==> src/rtl/zrb_uart_rx_fifo_wr_if.sv <==
// Handshake bundle between the UART receiver and its FIFO-side environment.
// The receiver takes the slave view; the environment (baud tick, line, FIFO) takes the master view.
interface zrb_uart_rx_fifo_wr_if;
  logic       os_en;
  logic       rx;
  logic       fifo_full;
  logic       clr_err;
  logic       wr_en;
  logic [7:0] wr_data;
  logic       busy;
  logic       frame_err;
  logic       overrun;
  logic       parity_err;

  modport master (
    output os_en, rx, fifo_full, clr_err,
    input  wr_en, wr_data, busy, frame_err, overrun, parity_err
  );

  modport slave (
    input  os_en, rx, fifo_full, clr_err,
    output wr_en, wr_data, busy, frame_err, overrun, parity_err
  );
endinterface

==> src/rtl/zrb_uart_rx_fifo_wr.sv <==
// 8x-oversampling UART receiver writing good characters into the write side of an async FIFO.
// Optional even-parity bit is compiled in with the macro ZRB_UART_RX_PARITY_EN.
module zrb_uart_rx_fifo_wr #(
  parameter int NUM_BITS  = 8,
  parameter int STOP_BITS = 1
) (
  input logic                  wr_clk,
  input logic                  reset,
  zrb_uart_rx_fifo_wr_if.slave rx_if
);

  typedef enum logic [2:0] {
    IDLE   = 3'd0,
    START  = 3'd1,
    DATA   = 3'd2,
    STOP   = 3'd3,
`ifdef ZRB_UART_RX_PARITY_EN
    PARITY = 3'd5,
`endif
    BRK    = 3'd4
  } state_e;

  function automatic logic maj3(input logic a, input logic b, input logic c);
    return (a & b) | (a & c) | (b & c);
  endfunction

  logic       rx_meta_q, rxs_q;
  state_e     state_q, state_d;
  logic [2:0] tick_q, tick_d;
  logic [2:0] bitcnt_q, bitcnt_d;
  logic       stopcnt_q, stopcnt_d;
  logic       s3_q, s3_d, s4_q, s4_d, s5_q, s5_d;
  logic [7:0] data_q, data_d;
  logic       wr_en_q, wr_fire;
  logic [7:0] wr_data_q;
  logic       frame_err_q, overrun_q, fe_set, ov_set;
  logic       busy;
  logic       maj_late, maj_early, last_bit, last_stop;
`ifdef ZRB_UART_RX_PARITY_EN
  logic       par_q, par_d, parity_ok, parity_err_q, pe_set;
`endif

  // Line synchronizer: idles high so reset never looks like a start bit.
  always_ff @(posedge wr_clk or posedge reset) begin
    if (reset) begin
      rx_meta_q <= 1'b1;
      rxs_q     <= 1'b1;
    end else begin
      rx_meta_q <= rx_if.rx;
      rxs_q     <= rx_meta_q;
    end
  end

  // maj_late votes on stored ticks 3/4/5 (used at tick 7); maj_early uses the live tick-5 sample.
  assign maj_late  = maj3(s3_q, s4_q, s5_q);
  assign maj_early = maj3(s3_q, s4_q, rxs_q);
  assign last_bit  = (bitcnt_q == 3'(NUM_BITS - 1));
  assign last_stop = (stopcnt_q == 1'(STOP_BITS - 1));
`ifdef ZRB_UART_RX_PARITY_EN
  assign parity_ok = ~((^data_q) ^ par_q);
`endif

  always_ff @(posedge wr_clk or posedge reset) begin
    if (reset) begin
      state_q     <= IDLE;
      tick_q      <= 3'd0;
      bitcnt_q    <= 3'd0;
      stopcnt_q   <= 1'b0;
      wr_en_q     <= 1'b0;
      wr_data_q   <= 8'd0;
      frame_err_q <= 1'b0;
      overrun_q   <= 1'b0;
`ifdef ZRB_UART_RX_PARITY_EN
      parity_err_q <= 1'b0;
`endif
    end else begin
      state_q     <= state_d;
      tick_q      <= tick_d;
      bitcnt_q    <= bitcnt_d;
      stopcnt_q   <= stopcnt_d;
      wr_en_q     <= wr_fire;
      if (wr_fire) wr_data_q <= data_q;
      frame_err_q <= fe_set | (frame_err_q & ~rx_if.clr_err);
      overrun_q   <= ov_set | (overrun_q & ~rx_if.clr_err);
`ifdef ZRB_UART_RX_PARITY_EN
      parity_err_q <= pe_set | (parity_err_q & ~rx_if.clr_err);
`endif
    end
  end

  always_ff @(posedge wr_clk) begin
    s3_q   <= s3_d;
    s4_q   <= s4_d;
    s5_q   <= s5_d;
    data_q <= data_d;
`ifdef ZRB_UART_RX_PARITY_EN
    par_q  <= par_d;
`endif
  end

  always_comb begin
    state_d   = state_q;
    tick_d    = tick_q;
    bitcnt_d  = bitcnt_q;
    stopcnt_d = stopcnt_q;
    s3_d      = s3_q;
    s4_d      = s4_q;
    s5_d      = s5_q;
    data_d    = data_q;
`ifdef ZRB_UART_RX_PARITY_EN
    par_d     = par_q;
`endif
    if (rx_if.os_en) begin
      if (tick_q == 3'd3) s3_d = rxs_q;
      if (tick_q == 3'd4) s4_d = rxs_q;
      if (tick_q == 3'd5) s5_d = rxs_q;
      tick_d = tick_q + 3'd1;
      unique case (state_q)
        IDLE: begin
          tick_d = 3'd0;
          if (!rxs_q) begin
            state_d = START;
            tick_d  = 3'd1;
          end
        end
        START: begin
          if (tick_q == 3'd7) begin
            if (maj_late) begin
              state_d = IDLE;
            end else begin
              state_d   = DATA;
              bitcnt_d  = 3'd0;
              stopcnt_d = 1'b0;
              data_d    = 8'd0;
            end
          end
        end
        DATA: begin
          if (tick_q == 3'd7) begin
            data_d[bitcnt_q] = maj_late;
            bitcnt_d         = bitcnt_q + 3'd1;
            if (last_bit) begin
`ifdef ZRB_UART_RX_PARITY_EN
              state_d = PARITY;
`else
              state_d = STOP;
`endif
            end
          end
        end
`ifdef ZRB_UART_RX_PARITY_EN
        PARITY: begin
          if (tick_q == 3'd7) begin
            par_d   = maj_late;
            state_d = STOP;
          end
        end
`endif
        STOP: begin
          // The final stop bit decides at tick 5 so a following start edge is not missed.
          if (last_stop && tick_q == 3'd5) begin
            state_d = maj_early ? IDLE : BRK;
            tick_d  = 3'd0;
          end else if (!last_stop && tick_q == 3'd7) begin
            if (maj_late) stopcnt_d = stopcnt_q + 1'b1;
            else          state_d   = BRK;
          end
        end
        BRK: begin
          tick_d = 3'd0;
          if (rxs_q) state_d = IDLE;
        end
        default: begin
          state_d = IDLE;
          tick_d  = 3'd0;
        end
      endcase
    end
  end

  always_comb begin
    busy    = (state_q != IDLE);
    wr_fire = 1'b0;
    fe_set  = 1'b0;
    ov_set  = 1'b0;
`ifdef ZRB_UART_RX_PARITY_EN
    pe_set  = 1'b0;
`endif
    if (rx_if.os_en && state_q == STOP) begin
      if (last_stop && tick_q == 3'd5) begin
        if (!maj_early)            fe_set  = 1'b1;
`ifdef ZRB_UART_RX_PARITY_EN
        else if (!parity_ok)       pe_set  = 1'b1;
`endif
        else if (rx_if.fifo_full)  ov_set  = 1'b1;
        else                       wr_fire = 1'b1;
      end else if (!last_stop && tick_q == 3'd7 && !maj_late) begin
        fe_set = 1'b1;
      end
    end
  end

  assign rx_if.wr_en     = wr_en_q;
  assign rx_if.wr_data   = wr_data_q;
  assign rx_if.busy      = busy;
  assign rx_if.frame_err = frame_err_q;
  assign rx_if.overrun   = overrun_q;
`ifdef ZRB_UART_RX_PARITY_EN
  assign rx_if.parity_err = parity_err_q;
`else
  assign rx_if.parity_err = 1'b0;
`endif

endmodule
==> src/flat_wrapper.sv <==
// flat-port wrapper written by rule: the top's interface ports become plain ports
module zrb_uart_rx_fifo_wr_flat 
#(
  parameter int NUM_BITS  = 8,
  parameter int STOP_BITS = 1
)
  (wr_clk, reset, rx_if_os_en, rx_if_rx, rx_if_fifo_full, rx_if_clr_err, rx_if_wr_en, rx_if_wr_data, rx_if_busy, rx_if_frame_err, rx_if_overrun, rx_if_parity_err);
  zrb_uart_rx_fifo_wr_if rx_if_i ();
  input logic wr_clk;
  input logic reset;
  input wire logic [$bits(rx_if_i.os_en)-1:0] rx_if_os_en;
  input wire logic [$bits(rx_if_i.rx)-1:0] rx_if_rx;
  input wire logic [$bits(rx_if_i.fifo_full)-1:0] rx_if_fifo_full;
  input wire logic [$bits(rx_if_i.clr_err)-1:0] rx_if_clr_err;
  output wire logic [$bits(rx_if_i.wr_en)-1:0] rx_if_wr_en;
  output wire logic [$bits(rx_if_i.wr_data)-1:0] rx_if_wr_data;
  output wire logic [$bits(rx_if_i.busy)-1:0] rx_if_busy;
  output wire logic [$bits(rx_if_i.frame_err)-1:0] rx_if_frame_err;
  output wire logic [$bits(rx_if_i.overrun)-1:0] rx_if_overrun;
  output wire logic [$bits(rx_if_i.parity_err)-1:0] rx_if_parity_err;
  assign rx_if_i.os_en = rx_if_os_en;
  assign rx_if_i.rx = rx_if_rx;
  assign rx_if_i.fifo_full = rx_if_fifo_full;
  assign rx_if_i.clr_err = rx_if_clr_err;
  assign rx_if_wr_en = rx_if_i.wr_en;
  assign rx_if_wr_data = rx_if_i.wr_data;
  assign rx_if_busy = rx_if_i.busy;
  assign rx_if_frame_err = rx_if_i.frame_err;
  assign rx_if_overrun = rx_if_i.overrun;
  assign rx_if_parity_err = rx_if_i.parity_err;
  zrb_uart_rx_fifo_wr #(.NUM_BITS(NUM_BITS), .STOP_BITS(STOP_BITS)) u_core (.wr_clk(wr_clk), .reset(reset), .rx_if(rx_if_i));
endmodule
==> config.mk <==
export PLATFORM = sky130hd
export DESIGN_NAME = zrb_uart_rx_fifo_wr_flat
export DESIGN_NICKNAME = d
export VERILOG_FILES = /design/src/rtl/zrb_uart_rx_fifo_wr_if.sv /design/src/rtl/zrb_uart_rx_fifo_wr.sv /design/src/flat_wrapper.sv
export SDC_FILE = /design/constraint.sdc
export NUM_CORES = 1
export LEC_CHECK = 0
export CAP_MARGIN = 20
export CORE_MARGIN = 4
export CORE_UTILIZATION = 50
export DETAILED_ROUTE_END_ITERATION = 6
export PLACE_DENSITY = 0.78
export SKIP_CTS_REPAIR_TIMING = 1
export SLEW_MARGIN = 15
export SYNTH_ARGS = -nofsm -noshare
export SYNTH_HDL_FRONTEND = slang
export SYNTH_SLANG_ARGS = --single-unit
export TNS_END_PERCENT = 100
==> constraint.sdc <==
create_clock -name wr_clk -period 1.67 [get_ports wr_clk]
set_input_delay 0.334 -clock wr_clk [delete_from_list [all_inputs] [get_ports wr_clk]]
set_output_delay 0.334 -clock wr_clk [all_outputs]
set_load 0.05 [all_outputs]
==> metrics.txt <==
status finished, final reports clean; routed vias/inst 5.395; Hold Fails Final Rpt 0; worst r2r src u_core.rxs_q; critical path class flop to output pin; most frequent cells in the layout buf_4, dfrtp_1, nor2_1; sequential share of the synthesized area 52.19%; DIE HEIGHT 67 µm; Clk Latency, worst-skew pair 340 ps; Post-DP Area 2053 µm²; global-route wire length before repair just under 6000 µm; PD cells 1286 nW/µm²; RSZ-0062 raised after global routing true; Pleak 0.001120 µW; Metal-1 WL 1542 µm; Rows 21; Worst Path Required ~1300 ps; final setup vio count 0; post-synthesis simple-gate area fraction 16.03%; clock sink count 34; Synth Area in Compound Gates 10.57%; number of port buffers 17; worst path cell trace or3_1, buf_6; gpl congestion 0.8616; Util after Layout 66.59%; core area 3337 µm²; Die Area 4489 µm²; CTS buffer count 5; Post-DRT Antenna Nets 0; Initial Utilization 52.16%; Reg power frac 38.2%; total track usage 17.66%; Period minus WS final between 1500 and 2000 ps; remaining routing DRC violations 0; I/O pins 19; total grt overflow 0; min-delay worst type input port to asynchronous set/reset pin; worst reg2reg endpoint u_core.rx_if.wr_data[7]; max incr delay on CP approximately 400 ps; Combinational Power Share 42.1%; worst path bufs/invs 1; power share of the clock group about 20%; Critical Path End Type output pin; Synth Area in XOR/XNOR less than 1%; fin crit share between 90 and 100%; root buf cell clkbuf_4; CTS Buffer Depth 2; CP startpoint kind flop; Met3 Routed Length between 150 and 200 µm; f_max 612.9 MHz; sw frac 34.35%; Gate Count Post-Synth 148; VDD IR max 655.1 µV; area share of fa/ha/maj cells after synthesis 5.679%; H-tree depth 2; HPWL Detailed 2404 µm; fin nets 199; reg2reg path depth 4; largest family of logic cells by synthesized area simple AND/OR/NAND/NOR gates; synthesized area per cell 11.76 µm²; dominant synthesized flop cell dfrtp_1; Reg2Reg Setup Slack approximately 50 ps; Post-Syn Nets between 150 and 200; mux contribution to synthesized area about a tenth; P_int around 1900 µW; highest metal used met4; total length of routed met2 wires 1750 µm; post-route cell area 2222 µm²; vias in the first global route around 1,200; Yosys reg bits 34; Psw 981.7 µW; Final Skew 14.99 ps; Crit. path cell count 2; TritonCTS clock tree yes; commonest non-fill, non-tap cell in the layout buf_4; largest net degree at the start of global routing 24; Syn-to-layout area delta 27.68%; DR vias 1,257; CP max-delay cell dfrtp_1; share of layout cells above drive strength 1 37.43%; number of synthesized flops with an enable pin 11; initial antenna violation count 0; die width 67 µm; clock slew at reported path FFs 110 ps; Worst Path Max Fanout 3; drt first-iter violations 74; Netlist cell types 48; Total Wirelength 3569 µm; max_cap viols 0; Pre-antenna DRT Iters 4; CP top delay family flip-flops; CP arrival 1300 ps; ys async rst share 67.65%; Slew Viols, Final 0; average wire per standard cell 15.32 µm; Cell Area, Synth between 1500 and 2000 µm²; antenna cells 0; Synthesis Warnings 0
worst max-delay path by stage:
| stage | endpoint | startpoint | slack (ps) |
|---|---|---|---|
| 6_report | rx_if_busy | u_core.state_q[0] | 40 |
| 2_1_floorplan | u_core.data_q[0] | u_core.tick_q[0] | -10 |
| 3_3_place_gp | u_core.rx_if.wr_data[7] | rx_if_os_en | -30 |
| 4_1_cts | u_core.data_q[5] | u_core.tick_q[0] | -70 |
| 5_1_grt | rx_if_busy | u_core.state_q[0] | -30 |
| 3_5_place_dp | u_core.rx_if.wr_data[7] | u_core.tick_q[0] | -60 |
cells by family after synthesis:
kind of cell,Yosys count
adders and majority gates,8
and+or+nand+nor,46
DFF,34
xor gates and xnor gates,1
muxes,16
buffers and inverters,18
other,1
AOI/OAI and AO/OA,24
synth_stat cells (all sizes together), types with 2 or more instances:
| master | count | area share [%] |
|---|---|---|
| inv | 8 | 1.7 |
| a31oi | 3 | 1.1 |
| buf | 6 | 2.2 |
| nor3 | 3 | 0.86 |
| mux2i | 7 | 4.0 |
| nand2 | 10 | 2.2 |
| nand2b | 4 | 1.9 |
| dfrtp | 21 | 30 |
| a22o | 2 | 1.0 |
| and3 | 2 | 0.72 |
| clkbuf | 4 | 0.86 |
| edfxtp | 11 | 19 |
| ha | 7 | 5.0 |
| dfstp | 2 | 3.0 |
| mux2 | 9 | 6.0 |
| o21ai | 4 | 1.1 |
| o22ai | 2 | 0.72 |
| a21oi | 3 | 1.1 |
| nor3b | 2 | 0.86 |
| nor2 | 15 | 3.7 |
| nand3 | 2 | 0.58 |
| nand3b | 2 | 1.6 |
| o41ai | 2 | 1.0 |
power by group through the flow:
| stage | clock (µW) | sequential (µW) | combinational, µW |
|---|---|---|---|
| finish | 564 | 1090 | 1200 |
| detailed placement | 0 | 1110 | 1110 |
| global route | 632 | 1100 | 1330 |
| CTS | 579 | 1090 | 1120 |
| global placement | 0 | 1100 | 1060 |
| floorplan | 0 | 1120 | 739 |
metal layers:
layer / vias up / track usage, %
met1: 617 / 20.88
met4: 0 / 7.342
met2: 30 / 28.96
li1: 600 / -
met3: 10 / 6.071
met5: - / 0
stage by stage:
| step | hold WS (ps) | power, µW | instances | setup TNS (ps) | setup WS, ps |
|---|---|---|---|---|---|
| 5_1_grt | 315.2 | 3070 | 233 | -82.76 | -26.81 |
| 2_1_floorplan | 334.4 | 1854 | 148 | -84.80 | -10.60 |
| 6_report | 319.9 | 2858 | 233 | 0 | 38.50 |
| 3_5_place_dp | 346.8 | 2212 | 222 | -624.3 | -55.17 |
| 4_1_cts | 317.6 | 2783 | 230 | -817.2 | -73.52 |
| 3_3_place_gp | 346.8 | 2156 | 222 | -202.2 | -29.28 |
layout make-up:
cell class	count	area (µm²)
Fill cell	260	1115
Clock buffer	8	80.08
Inverter	8	30.03
Sequential cell	34	908.4
Tap cell	46	57.56
Multi-Input combinational cell	97	829.5
Timing Repair Buffer	40	316.6
tightest hold or removal path, delay by kind of cell:
kind,cells,cell delay (ps)
buffers and inverters,3,730
registers in the layout, indices dropped and copies added (netlist names):
name                    cells
u_core.rx_meta_q            1
u_core.bitcnt_q             3
u_core.rx_if.wr_en          1
u_core.rx_if.wr_data        8
u_core.tick_q               3
u_core.rxs_q                1
u_core.s5_q                 1
u_core.s3_q                 1
u_core.data_q               8
u_core.state_q              3
u_core.s4_q                 1
u_core.rx_if.overrun        1
u_core.rx_if.frame_err      1
u_core.stopcnt_q            1
(Power assumes the default switching activity.)
